==> src/rtl/ajit_accel_dma_regfile.sv <==
// AJIT accelerator register file on the AFB slave pipes, with a 64-bit word
// copy/fill engine on the ACB master pipes and a level completion interrupt.
module ajit_accel_dma_regfile #(
  parameter int unsigned NUM_REGS      = 16,
  parameter bit          STRICT_DECODE = 1'b1,
  parameter int unsigned LEN_W         = 16
) (
  input  logic         clk,
  input  logic         reset,
  input  logic         AFB_ACCELERATOR_REQUEST_pipe_write_req,
  output logic         AFB_ACCELERATOR_REQUEST_pipe_write_ack,
  input  logic [73:0]  AFB_ACCELERATOR_REQUEST_pipe_write_data,
  output logic [32:0]  AFB_ACCELERATOR_RESPONSE_pipe_read_data,
  input  logic         AFB_ACCELERATOR_RESPONSE_pipe_read_req,
  output logic         AFB_ACCELERATOR_RESPONSE_pipe_read_ack,
  output logic [109:0] ACB_ACCELERATOR_MEM_REQUEST_pipe_read_data,
  input  logic         ACB_ACCELERATOR_MEM_REQUEST_pipe_read_req,
  output logic         ACB_ACCELERATOR_MEM_REQUEST_pipe_read_ack,
  input  logic [64:0]  ACB_ACCELERATOR_MEM_RESPONSE_pipe_write_data,
  input  logic         ACB_ACCELERATOR_MEM_RESPONSE_pipe_write_req,
  output logic         ACB_ACCELERATOR_MEM_RESPONSE_pipe_write_ack,
  output logic         ACCELERATOR_INTERRUPT
);

  localparam int unsigned IDX_W = $clog2(NUM_REGS);

  localparam logic [IDX_W-1:0] IdxCtrl     = IDX_W'(0);
  localparam logic [IDX_W-1:0] IdxStatus   = IDX_W'(1);
  localparam logic [IDX_W-1:0] IdxSrc      = IDX_W'(2);
  localparam logic [IDX_W-1:0] IdxDst      = IDX_W'(3);
  localparam logic [IDX_W-1:0] IdxLen      = IDX_W'(4);
  localparam logic [IDX_W-1:0] IdxFillLo   = IDX_W'(5);
  localparam logic [IDX_W-1:0] IdxFillHi   = IDX_W'(6);
  localparam logic [IDX_W-1:0] IdxProgress = IDX_W'(7);

  typedef enum logic [1:0] {AIdle, AExec, AResp} afb_state_t;
  typedef enum logic [2:0] {EIdle, ERdReq, ERdWait, EWrReq, EWrWait, EDone} eng_state_t;

  afb_state_t a_state;
  eng_state_t e_state;

  logic        afb_wack_q, afb_rack_q;
  logic [32:0] afb_resp_q;
  logic        req_rd_q;
  logic [3:0]  req_mask_q;
  logic [35:2] req_addr_q;
  logic [31:0] req_wdata_q;

  logic [31:0] regs [NUM_REGS];
  logic        busy_q, done_q, error_q, irq_q;
  logic [LEN_W-1:0] progress_q, job_len_q;
  logic [35:0] job_src_q, job_dst_q;
  logic [63:0] job_fill_q;
  logic        job_fill_mode_q;

  logic         mreq_vld_q, mresp_ack_q;
  logic [109:0] mreq_data_q;

  logic [IDX_W-1:0] req_idx;
  logic             dec_err, wr_commit, start_fire, w1c_done, w1c_err;
  logic             done_set, err_set, mreq_fire, mresp_fire;
  logic [31:0]      wr_bmask, wr_merged, ctrl_merged, rd_val;
  logic [LEN_W-1:0] progress_next, start_len;
  logic [35:0]      start_src, start_dst;

  assign req_idx    = req_addr_q[IDX_W+1:2];
  assign dec_err    = STRICT_DECODE && (req_addr_q[35:IDX_W+2] != '0);
  assign wr_commit  = (a_state == AExec) && !req_rd_q && !dec_err;
  assign start_fire = wr_commit && (req_idx == IdxCtrl) && req_mask_q[0] && req_wdata_q[0] &&
                      (e_state == EIdle);
  assign w1c_done   = wr_commit && (req_idx == IdxStatus) && req_mask_q[0] && req_wdata_q[1];
  assign w1c_err    = wr_commit && (req_idx == IdxStatus) && req_mask_q[0] && req_wdata_q[2];

  always_comb begin
    wr_bmask = '0;
    for (int i = 0; i < 4; i++) wr_bmask[8*i +: 8] = {8{req_mask_q[i]}};
  end

  assign wr_merged   = (regs[req_idx] & ~wr_bmask) | (req_wdata_q & wr_bmask);
  assign ctrl_merged = (regs[IdxCtrl] & ~wr_bmask) | (req_wdata_q & wr_bmask);

  always_comb begin
    rd_val = regs[req_idx];
    if (req_idx == IdxCtrl)     rd_val = {regs[IdxCtrl][31:1], 1'b0};
    if (req_idx == IdxStatus)   rd_val = {29'b0, error_q, done_q, busy_q};
    if (req_idx == IdxProgress) rd_val = 32'(progress_q);
  end

  // AFB slave: accept, execute for one cycle, then hold the response until taken.
  always_ff @(posedge clk) begin
    if (reset) begin
      a_state     <= AIdle;
      afb_wack_q  <= 1'b0;
      afb_rack_q  <= 1'b0;
      afb_resp_q  <= '0;
      req_rd_q    <= 1'b0;
      req_mask_q  <= '0;
      req_addr_q  <= '0;
      req_wdata_q <= '0;
    end else begin
      unique case (a_state)
        AIdle: begin
          afb_wack_q <= 1'b1;
          if (afb_wack_q && AFB_ACCELERATOR_REQUEST_pipe_write_req) begin
            req_rd_q    <= AFB_ACCELERATOR_REQUEST_pipe_write_data[72];
            req_mask_q  <= AFB_ACCELERATOR_REQUEST_pipe_write_data[71:68];
            req_addr_q  <= AFB_ACCELERATOR_REQUEST_pipe_write_data[67:34];
            req_wdata_q <= AFB_ACCELERATOR_REQUEST_pipe_write_data[31:0];
            afb_wack_q  <= 1'b0;
            a_state     <= AExec;
          end
        end
        AExec: begin
          afb_rack_q <= 1'b1;
          if (dec_err)       afb_resp_q <= {1'b1, 32'h0};
          else if (req_rd_q) afb_resp_q <= {1'b0, rd_val};
          else               afb_resp_q <= '0;
          a_state <= AResp;
        end
        AResp: begin
          if (afb_rack_q && AFB_ACCELERATOR_RESPONSE_pipe_read_req) begin
            afb_rack_q <= 1'b0;
            afb_resp_q <= '0;
            afb_wack_q <= 1'b1;
            a_state    <= AIdle;
          end
        end
        default: a_state <= AIdle;
      endcase
    end
  end

  // STATUS and PROGRESS are owned elsewhere, so their slots in the array stay unwritten.
  always_ff @(posedge clk) begin
    if (reset) begin
      for (int i = 0; i < NUM_REGS; i++) regs[i] <= '0;
    end else if (wr_commit && (req_idx != IdxStatus) && (req_idx != IdxProgress)) begin
      regs[req_idx] <= wr_merged;
    end
  end

  assign mreq_fire  = mreq_vld_q && ACB_ACCELERATOR_MEM_REQUEST_pipe_read_req;
  assign mresp_fire = mresp_ack_q && ACB_ACCELERATOR_MEM_RESPONSE_pipe_write_req;
  assign done_set   = (e_state == EDone);
  assign err_set    = mresp_fire && ACB_ACCELERATOR_MEM_RESPONSE_pipe_write_data[64] &&
                      ((e_state == ERdWait) || (e_state == EWrWait));

  // Engine set takes priority over a same-cycle W1C.
  always_ff @(posedge clk) begin
    if (reset) begin
      busy_q  <= 1'b0;
      done_q  <= 1'b0;
      error_q <= 1'b0;
      irq_q   <= 1'b0;
    end else begin
      if (start_fire)               busy_q <= 1'b1;
      else if (done_set || err_set) busy_q <= 1'b0;
      done_q  <= done_set | (done_q & ~w1c_done);
      error_q <= err_set | (error_q & ~w1c_err);
      irq_q   <= regs[IdxCtrl][1] & (done_q | error_q);
    end
  end

  function automatic logic [35:0] word_addr(input logic [35:0] base, input logic [LEN_W-1:0] k);
    return base + 36'({k, 3'b000});
  endfunction

  function automatic logic [109:0] rd_pkt(input logic [35:0] addr);
    return {1'b0, 1'b1, 8'hFF, addr, 64'h0};
  endfunction

  function automatic logic [109:0] wr_pkt(input logic [35:0] addr, input logic [63:0] data);
    return {1'b0, 1'b0, 8'hFF, addr, data};
  endfunction

  assign progress_next = progress_q + LEN_W'(1);
  assign start_len     = regs[IdxLen][LEN_W-1:0];
  assign start_src     = {4'b0, regs[IdxSrc][31:3], 3'b000};
  assign start_dst     = {4'b0, regs[IdxDst][31:3], 3'b000};

  always_ff @(posedge clk) begin
    if (reset) begin
      e_state         <= EIdle;
      mreq_vld_q      <= 1'b0;
      mreq_data_q     <= '0;
      mresp_ack_q     <= 1'b0;
      progress_q      <= '0;
      job_len_q       <= '0;
      job_src_q       <= '0;
      job_dst_q       <= '0;
      job_fill_q      <= '0;
      job_fill_mode_q <= 1'b0;
    end else begin
      unique case (e_state)
        EIdle: begin
          mresp_ack_q <= 1'b1;
          if (start_fire) begin
            job_src_q       <= start_src;
            job_dst_q       <= start_dst;
            job_len_q       <= start_len;
            job_fill_mode_q <= ctrl_merged[2];
            job_fill_q      <= {regs[IdxFillHi], regs[IdxFillLo]};
            progress_q      <= '0;
            mresp_ack_q     <= 1'b0;
            if (start_len == '0) begin
              e_state <= EDone;
            end else if (ctrl_merged[2]) begin
              mreq_vld_q  <= 1'b1;
              mreq_data_q <= wr_pkt(start_dst, {regs[IdxFillHi], regs[IdxFillLo]});
              e_state     <= EWrReq;
            end else begin
              mreq_vld_q  <= 1'b1;
              mreq_data_q <= rd_pkt(start_src);
              e_state     <= ERdReq;
            end
          end
        end
        ERdReq, EWrReq: begin
          if (mreq_fire) begin
            mreq_vld_q  <= 1'b0;
            mresp_ack_q <= 1'b1;
            e_state     <= (e_state == ERdReq) ? ERdWait : EWrWait;
          end
        end
        ERdWait: begin
          if (mresp_fire) begin
            if (ACB_ACCELERATOR_MEM_RESPONSE_pipe_write_data[64]) begin
              e_state <= EIdle;
            end else begin
              mresp_ack_q <= 1'b0;
              mreq_vld_q  <= 1'b1;
              mreq_data_q <= wr_pkt(word_addr(job_dst_q, progress_q),
                                    ACB_ACCELERATOR_MEM_RESPONSE_pipe_write_data[63:0]);
              e_state     <= EWrReq;
            end
          end
        end
        EWrWait: begin
          if (mresp_fire) begin
            if (ACB_ACCELERATOR_MEM_RESPONSE_pipe_write_data[64]) begin
              e_state <= EIdle;
            end else begin
              progress_q  <= progress_next;
              mresp_ack_q <= 1'b0;
              if (progress_next == job_len_q) begin
                e_state <= EDone;
              end else if (job_fill_mode_q) begin
                mreq_vld_q  <= 1'b1;
                mreq_data_q <= wr_pkt(word_addr(job_dst_q, progress_next), job_fill_q);
                e_state     <= EWrReq;
              end else begin
                mreq_vld_q  <= 1'b1;
                mreq_data_q <= rd_pkt(word_addr(job_src_q, progress_next));
                e_state     <= ERdReq;
              end
            end
          end
        end
        EDone: begin
          mresp_ack_q <= 1'b1;
          e_state     <= EIdle;
        end
        default: e_state <= EIdle;
      endcase
    end
  end

  logic unused_bits;
  assign unused_bits = ^{AFB_ACCELERATOR_REQUEST_pipe_write_data[73],
                         AFB_ACCELERATOR_REQUEST_pipe_write_data[33:32], req_addr_q};

  assign AFB_ACCELERATOR_REQUEST_pipe_write_ack      = afb_wack_q;
  assign AFB_ACCELERATOR_RESPONSE_pipe_read_ack      = afb_rack_q;
  assign AFB_ACCELERATOR_RESPONSE_pipe_read_data     = afb_resp_q;
  assign ACB_ACCELERATOR_MEM_REQUEST_pipe_read_ack   = mreq_vld_q;
  assign ACB_ACCELERATOR_MEM_REQUEST_pipe_read_data  = mreq_data_q;
  assign ACB_ACCELERATOR_MEM_RESPONSE_pipe_write_ack = mresp_ack_q;
  assign ACCELERATOR_INTERRUPT                       = irq_q;

endmodule

==> config.mk <==
export PLATFORM = sky130hd
export DESIGN_NAME = ajit_accel_dma_regfile
export DESIGN_NICKNAME = d
export VERILOG_FILES = /design/src/rtl/ajit_accel_dma_regfile.sv
export SDC_FILE = /design/constraint.sdc
export NUM_CORES = 2
export LEC_CHECK = 0
export CORE_AREA = 2 2 303 305
export CTS_CLUSTER_DIAMETER = 30
export DETAILED_ROUTE_END_ITERATION = 10
export DIE_AREA = 0 0 305 307
export PLACE_DENSITY = 0.71
export SKIP_LAST_GASP = 1
export SYNTH_ARGS = -nofsm -noshare
export SYNTH_HDL_FRONTEND = slang
export SYNTH_SLANG_ARGS = --single-unit
==> constraint.sdc <==
create_clock -name clk -period 5.9 [get_ports clk]
set_clock_uncertainty 0.2 [all_clocks]
set_input_delay 1.18 -clock clk [delete_from_list [all_inputs] [get_ports clk]]
set_output_delay 1.18 -clock clk [all_outputs]
set_load 0.005 [all_outputs]
# After elaboration in Yosys (flattened, before gate mapping)
# Memories as Yosys holds them, arrays and structs flattened. A register that Yosys moved wholly into a read port is not among the register bits.
# Index checks and enable logic that the tools add are counted.
totals:
  register_bits: 382
  latchBits: 0
  mem_bits_rw: 512
  mem_bits_ro: 0
  input_bits: 145
  out_inout_bits: 148
  memories: 1
classes:
  add_sub_neg: 4
  n_mul: 0
  n_div: 0
  magnitude_cmp: 0
  n_eq_ne: 24
  shifts: 0
  muxes: 67
  bitwise: 14
  n_reduce_logical: 47
mem_list:
  columns: ["memory", "words", "width", "rd", "rd_ports_with_merged_regs", "wr", "line_no", "rtl"]
  rows:
  - ["regs", 16, 32, 7, 1, 16, "49", "logic [31:0] regs [NUM_REGS];"]
ops:
  columns: ["op", "count"]
  rows:
  - ["$mux 110", 7]
  - ["$pmux 110 s3", 1]
  - ["$mux 109", 2]
  - ["$mux 32", 5]
  - ["$add 32x19->33", 3]
  - ["$mux 33", 2]
  - ["$pmux 33 s2", 1]
  - ["$and 32x32->32", 2]
  - ["$mux 16", 3]
  - ["$not 32->32", 1]
  - ["$or 32x32->32", 1]
  - ["$pmux 16 s2", 1]
  - ["$reduce_or 32->1", 1]
  - ["$reduce_bool 30->1", 1]
  - ["$mux 3", 8]
  - ["$mux 1", 23]
  - ["$ne 2x2->1 const B", 11]
  - ["$logic_and 1x1->1", 18]
  - ["$add 16x1->16 const B", 1]
  - ["$eq 16x16->1", 1]
  - ["$logic_not 16->1", 1]
  - ["$mux 4", 3]
  - ["$pmux 3 s4", 1]
  - ["$reduce_and 4->1", 3]
  - ["other kinds (31)", 55]

# Logic depth before layout (Yosys ltp)
depth:
  ltp_word: 10
  depth_mapped: 15
  ltp_nobuf: 14

# Least setup slack after synthesis
# No wires, ideal clock.
synth_path:
  path_type: "register to register"
  startpoint: "reg job_fill_mode_q"
  endpoint: "reg mreq_data_q[94] (netlist: ACB_ACCELERATOR_MEM_REQUEST_pipe_read_data[94])"
  setup_ns: 0.081
  arrival_time_ns: 4.451
  slack_ns: 1.168
  path_stages_with_launch: 16
  path_buffers: 5
  period_less_slack_ns: 4.732
  cell_sequence: "dfxtp_1 -> buf_1 -> clkbuf_1 -> clkbuf_1 -> clkbuf_1 -> mux2_2 -> ha_1 -> clkbuf_1 -> a211o_1 -> a211o_1 -> o221ai_1 -> a21oi_1 -> or4_1 -> nand3_1 -> a22oi_1 -> a211oi_2"
synth_between:
  elab_chain_cells: 5
synth_lines:
  columns: ["element", "line_no", "rtl"]
  rows:
  - ["from (decl)", "54", "logic job_fill_mode_q;"]
  - ["from (signal assigned)", "201", "job_fill_mode_q <= ctrl_merged[2];"]
  - ["$mux 109", "247", "end else if (job_fill_mode_q) begin"]
  - ["$mux 110", "245", "if (progress_next == job_len_q) begin"]
  - ["$mux 110", "240", "if (ACB_ACCELERATOR_MEM_RESPONSE_pipe_write_data[64]) begin"]
  - ["$mux 110", "239", "if (mresp_fire) begin"]
  - ["$pmux 110 s3", "194", "unique case (e_state)"]
  - ["to (signal assigned)", "209", "mreq_data_q <= wr_pkt(start_dst, {regs[IdxFillHi], regs[IdxFillLo]});"]
  - ["to (signal assigned)", "249", "mreq_data_q <= wr_pkt(word_addr(job_dst_q, progress_next), job_fill_q);"]
  - ["to (signal assigned)", "253", "mreq_data_q <= rd_pkt(word_addr(job_src_q, progress_next));"]
  - ["to (decl)", "57", "logic [109:0] mreq_data_q;"]
# Every way passes these cells. The select of a mux whose other input is x is not followed.
# A chain may end at the register's enable or synchronous reset.

# Worst setup path in the final report
layout_path:
  startpoint: "reg progress_q[0]"
  endpoint: "reg mreq_data_q[92] (netlist: ACB_ACCELERATOR_MEM_REQUEST_pipe_read_data[92])"
layout_between:
  elab_chain_cells: 7
  elab_cells_between_ends: 14
  classes_between: "4 x add/sub; 2 x eq/ne; 7 x mux; 1 x reduce/logical"
layout_lines:
  columns: ["element", "line_no", "rtl"]
  rows:
  - ["from (decl)", "51", "logic [LEN_W-1:0] progress_q, job_len_q;"]
  - ["from (signal assigned)", "243", "progress_q <= progress_next;"]
  - ["$add 16x1->16", "176", "assign progress_next = progress_q + LEN_W'(1);"]
  - ["$add 32x19->33", "165", "return base + 36'({k, 3'b000});"]
  - ["$mux 109", "247", null]
  - ["$mux 110", "245", null]
  - ["$mux 110", "240", null]
  - ["$mux 110", "239", null]
  - ["$pmux 110 s3", "194", null]
# Several ways; a longest one is shown, not always the timed one. The select of a mux whose other input is x is not followed.

==> flow_results.xml <==
<?xml version="1.0" encoding="UTF-8"?>
<metrics>
  <group name="critical_path">
    <metric name="required" unit="ns">6.31</metric>
    <metric name="crit-reg2reg-launch" unit="">progress_q[0]</metric>
    <metric name="path_class" unit="">reg2reg</metric>
    <metric name="r2r_cells" unit="">13</metric>
    <metric name="crit_path_start_kind" unit="">flop</metric>
    <metric name="r2r_slack" unit="ns">0.90</metric>
    <metric name="cp_data_arrival_time" unit="ns">5.42</metric>
    <metric name="worst-path-max-fanout" unit="">10</metric>
    <metric name="rr_endpoint" unit="">ACB_ACCELERATOR_MEM_REQUEST_pipe_read_data[92]</metric>
    <metric name="timing.critical_path.to_type" unit="">flop</metric>
  </group>
  <group name="die">
    <metric name="initial_cell_density_of_the_core" unit="%">44.4</metric>
    <metric name="die-height" unit="um">307</metric>
    <metric name="die_area" unit="um^2">93600</metric>
    <metric name="core.rowCount" unit="">111</metric>
    <metric name="floorplan.die.width" unit="um">305</metric>
    <metric name="design.core.area" unit="um^2">90700</metric>
    <metric name="ioPinCount" unit="">293</metric>
  </group>
  <group name="sta">
    <metric name="fin_tns_setup" unit="ns">0</metric>
    <metric name="rsz0062_at_grt" unit="">false</metric>
    <metric name="max-slew-margin-rel" unit="%">17.9</metric>
    <metric name="timing_worst_slew_pin_value" unit="ns">1.20</metric>
    <metric name="layout_setup_ws" unit="ns">0.898</metric>
    <metric name="setup_viol_count_final" unit="">0</metric>
    <metric name="period_needed" unit="ns">5.00</metric>
    <metric name="maxSlewViolCount" unit="">0</metric>
    <metric name="max_freq" unit="MHz">200</metric>
    <metric name="final_hold_viol_count" unit="">0</metric>
    <metric name="worst_hold_slack" unit="ns">0.247</metric>
    <metric name="post-route-period-util" unit="%">84.8</metric>
  </group>
  <group name="global_routing">
    <metric name="grtUsageTotal" unit="%">27.7</metric>
    <metric name="grt.overflow.total" unit="">0</metric>
    <metric name="first_global_vias" unit="">30200</metric>
    <metric name="grt_antenna_before_repair" unit="">10</metric>
    <metric name="grt_start_max_net_pins" unit="">138</metric>
    <metric name="grt_first_pass_wirelength" unit="um">195000</metric>
  </group>
  <group name="pwr">
    <metric name="power-per-cell-area" unit="nW/um^2">345</metric>
    <metric name="internal_power" unit="W">0.0131</metric>
    <metric name="seq_power_share" unit="%">39.7</metric>
    <metric name="design_power_total" unit="W">0.0173</metric>
    <metric name="cellLeakagePower" unit="nW">17.2</metric>
    <metric name="total_net_switching_power" unit="W">0.00419</metric>
    <metric name="share_comb_of_total_power" unit="%">6.3</metric>
    <metric name="ir_worst_vdd" unit="mV">0.241</metric>
    <metric name="power_frac_clock" unit="%">54.0</metric>
    <metric name="power.switching_fraction" unit="%">24.3</metric>
  </group>
  <group name="drt">
    <metric name="detail_route.vias_per_cell" unit="">5.98</metric>
    <metric name="final_antenna_net_count" unit="">0</metric>
    <metric name="drt_iter0_drc" unit="">4458</metric>
    <metric name="drt_drc" unit="">0</metric>
    <metric name="postRouteWirelength" unit="um">132000</metric>
    <metric name="detail_route.wl_per_cell" unit="um">25.1</metric>
    <metric name="via_count" unit="">31500</metric>
    <metric name="first_pass_iters" unit="">10</metric>
  </group>
  <group name="clocking">
    <metric name="clk_path_buf_depth" unit="">3</metric>
    <metric name="clock_tree.htree_level_count" unit="">4</metric>
    <metric name="postCtsResizedCells" unit="">0</metric>
    <metric name="quantity_of_hold_fixing_buffers_added_after_cts" unit="">0</metric>
    <metric name="cts_made_buffers" unit="">161</metric>
    <metric name="clk_latency" unit="ns">0.76</metric>
    <metric name="tritoncts" unit="">done</metric>
    <metric name="clock-root-buffer" unit="">clkbuf_16</metric>
    <metric name="cts_setup_buffers" unit="">0</metric>
    <metric name="cts.sinks" unit="">884</metric>
    <metric name="worst_path_clk_slew" unit="ns">0.04</metric>
  </group>
  <group name="place">
    <metric name="place_congestion" unit="">0.934</metric>
    <metric name="detailedPlacementHpwl" unit="um">88400</metric>
    <metric name="port_buffers" unit="">282</metric>
    <metric name="pre_cts_ws" unit="ns">0.930</metric>
  </group>
  <group name="yosys">
    <metric name="synth_ff_type" unit="">edfxtp_1</metric>
    <metric name="netlist_top_cells_count" unit="">nor2_1 (635), nand2_1 (568), edfxtp_1 (512)</metric>
    <metric name="sequential_cell_area_fraction_in_the_yosys_report" unit="%">56.7</metric>
    <metric name="synth_cells" unit="">3646</metric>
    <metric name="yosys.cell_count.top_type" unit="">nor2_1</metric>
    <metric name="postSynthRegisterBits" unit="">884</metric>
    <metric name="postSynth.asyncResetShare" unit="%">0</metric>
    <metric name="mappedNetlistArea" unit="um^2">40300</metric>
    <metric name="synthesis.yosys.warnings" unit="">0</metric>
    <metric name="synth_enable_flop_cells" unit="">512</metric>
    <metric name="yosys.area.top_type_share" unit="%">38.2</metric>
    <metric name="syn_avg_cell_area" unit="um^2">11.0</metric>
    <metric name="synth_cell_types" unit="">85</metric>
    <metric name="top_area_cells_in_the_synthesized_netlist" unit="">edfxtp_1 (38%), dfxtp_1 (18%), mux4_2 (9.0%), nor2_1 (5.9%), nand2_1 (5.3%)</metric>
    <metric name="netlist.top_cell.by_area" unit="">edfxtp_1</metric>
  </group>
  <group name="final_layout">
    <metric name="finish.net_count" unit="">4118</metric>
    <metric name="post_route_cells_drive_above_1_share" unit="%">15.8</metric>
    <metric name="flow.area_growth_from_synthesis" unit="%">24.5</metric>
    <metric name="layout.filler_cells" unit="">7346</metric>
  </group>
  <group name="run">
    <metric name="cap_violations" unit="">0</metric>
  </group>
  <group name="hold_path">
    <metric name="hold-path-cell-count" unit="">2</metric>
    <metric name="min-delay-path-class" unit="">reg2reg</metric>
    <metric name="worstHoldStart" unit="">job_src_q[3]</metric>
    <metric name="worstHoldEndpoint" unit="">job_src_q[3]</metric>
  </group>
  <group name="status">
    <metric name="run_status" unit="">finished clean</metric>
  </group>
</metrics>
[kinds of logic (layout without fill, tap and decap cells)]
group | after synthesis | count (layout) | synth area share, %
flip-flops | 884 | 884 | 56.7
buffers and inverters | 336 | 694 | 3.43
multiplexers | 254 | 254 | 11.4
adder cells (fa/ha/maj) | 36 | 36 | 1.15
XOR/XNOR | 65 | 65 | 1.63
other | 1 | 73 | 0.00932
AO/OA/AOI/OAI | 677 | 677 | 11.4
AND/OR/NAND/NOR | 1393 | 1393 | 14.3
[cell usage in the layout (no fill, tap or decap), types with 56 or more instances in the layout]
cell type	count
buf_4	91
nor2_1	633
dfxtp_1	368
nand2_1	568
clkdlybuf4s50_1	281
edfxtp_1	512
clkbuf_16	165
conb_1	71
o21ai_0	56
a222oi_1	64
a21oi_1	321
mux4_2	160
a211oi_1	61
[final cells by class]
class	instances	area [um^2]	area share, %
antenna	2	5.00	0.00998
clock buffer	186	4310	8.59
clock inverter	113	1300	2.59
inverter	10	37.5	0.0749
multi-input combinational	2496	16400	32.7
sequential	884	22800	45.5
tap	1186	1480	2.96
timing repair buffer	385	3750	7.48
[critical path, stage by stage, from the launching register on]
cell      delay, ns
dfxtp_1        0.52
ha_1           0.31
nand3_1        0.34
nor4_1         0.85
xor2_1         0.15
ha_1           0.43
nand4_1        0.18
a211oi_1       0.40
nand2b_1       0.09
a21oi_1        0.49
o21ai_0        0.18
xor2_1         0.20
a221oi_1       0.40
o32ai_2        0.14
[sequential cells by signal (all words and copies together), names as in the netlist, 2 cells and up, named ones only]
name and flops:
req_addr_q 34, ACB_ACCELERATOR_MEM_REQUEST_pipe_read_data 96, e_state 3, req_wdata_q 32
regs 512, progress_q 16, a_state 2, req_mask_q 4
job_src_q 29, job_dst_q 29, job_fill_q 64, AFB_ACCELERATOR_RESPONSE_pipe_read_data 33
job_len_q 16
[metal layers]
| metal | wire [um] | track usage, % | share of wire [%] | vias to the layer above |
|---|---|---|---|---|
| li1 | - | - | - | 13800 |
| met1 | 51100 | 37.6 | 39 | 15500 |
| met2 | 59200 | 42.2 | 45 | 1922 |
| met3 | 16500 | 7.72 | 12 | 253 |
| met4 | 5060 | 10.5 | 3.8 | 8 |
| met5 | 46 | 0 | 0.035 | - |
[worst max-delay path by stage]
stage / start / endpoint / slack (ns) / cells past startpoint
floorplan: job_fill_mode_q / ACB_ACCELERATOR_MEM_REQUEST_pipe_read_data[94] / 1.17 / 15
global placement: progress_q[0] / ACB_ACCELERATOR_MEM_REQUEST_pipe_read_data[92] / 0.98 / 13
CTS: progress_q[0] / ACB_ACCELERATOR_MEM_REQUEST_pipe_read_data[92] / 0.92 / 13
detailed placement: progress_q[0] / ACB_ACCELERATOR_MEM_REQUEST_pipe_read_data[92] / 0.93 / 13
finish: progress_q[0] / ACB_ACCELERATOR_MEM_REQUEST_pipe_read_data[92] / 0.90 / 13
global route: progress_q[0] / ACB_ACCELERATOR_MEM_REQUEST_pipe_read_data[92] / 0.46 / 13
[per-stage QoR]
step                      area (um^2)  util, %  cells
after floorplan                 40500        -   3716
after global placement          44500     49.1   4960
after detailed placement        44500     49.1   4960
after CTS                       50100     55.2   5259
after global routing            50100     55.3   5262
final                           50100     55.3   5262
[power groups by stage]
| stage | sequential [W] | clock, W | combinational (W) |
|---|---|---|---|
| 5_1_grt | 0.00685 | 0.00969 | 0.00114 |
| 6_report | 0.00685 | 0.00933 | 0.00109 |
| 4_1_cts | 0.00684 | 0.00938 | 0.00107 |
| 3_3_place_gp | 0.00694 | 0 | 0.00105 |
| 3_5_place_dp | 0.00695 | 0 | 0.00105 |
| 2_1_floorplan | 0.00686 | 0 | 0.000621 |
No activity file was read; power rests on OpenSTA's default activity.
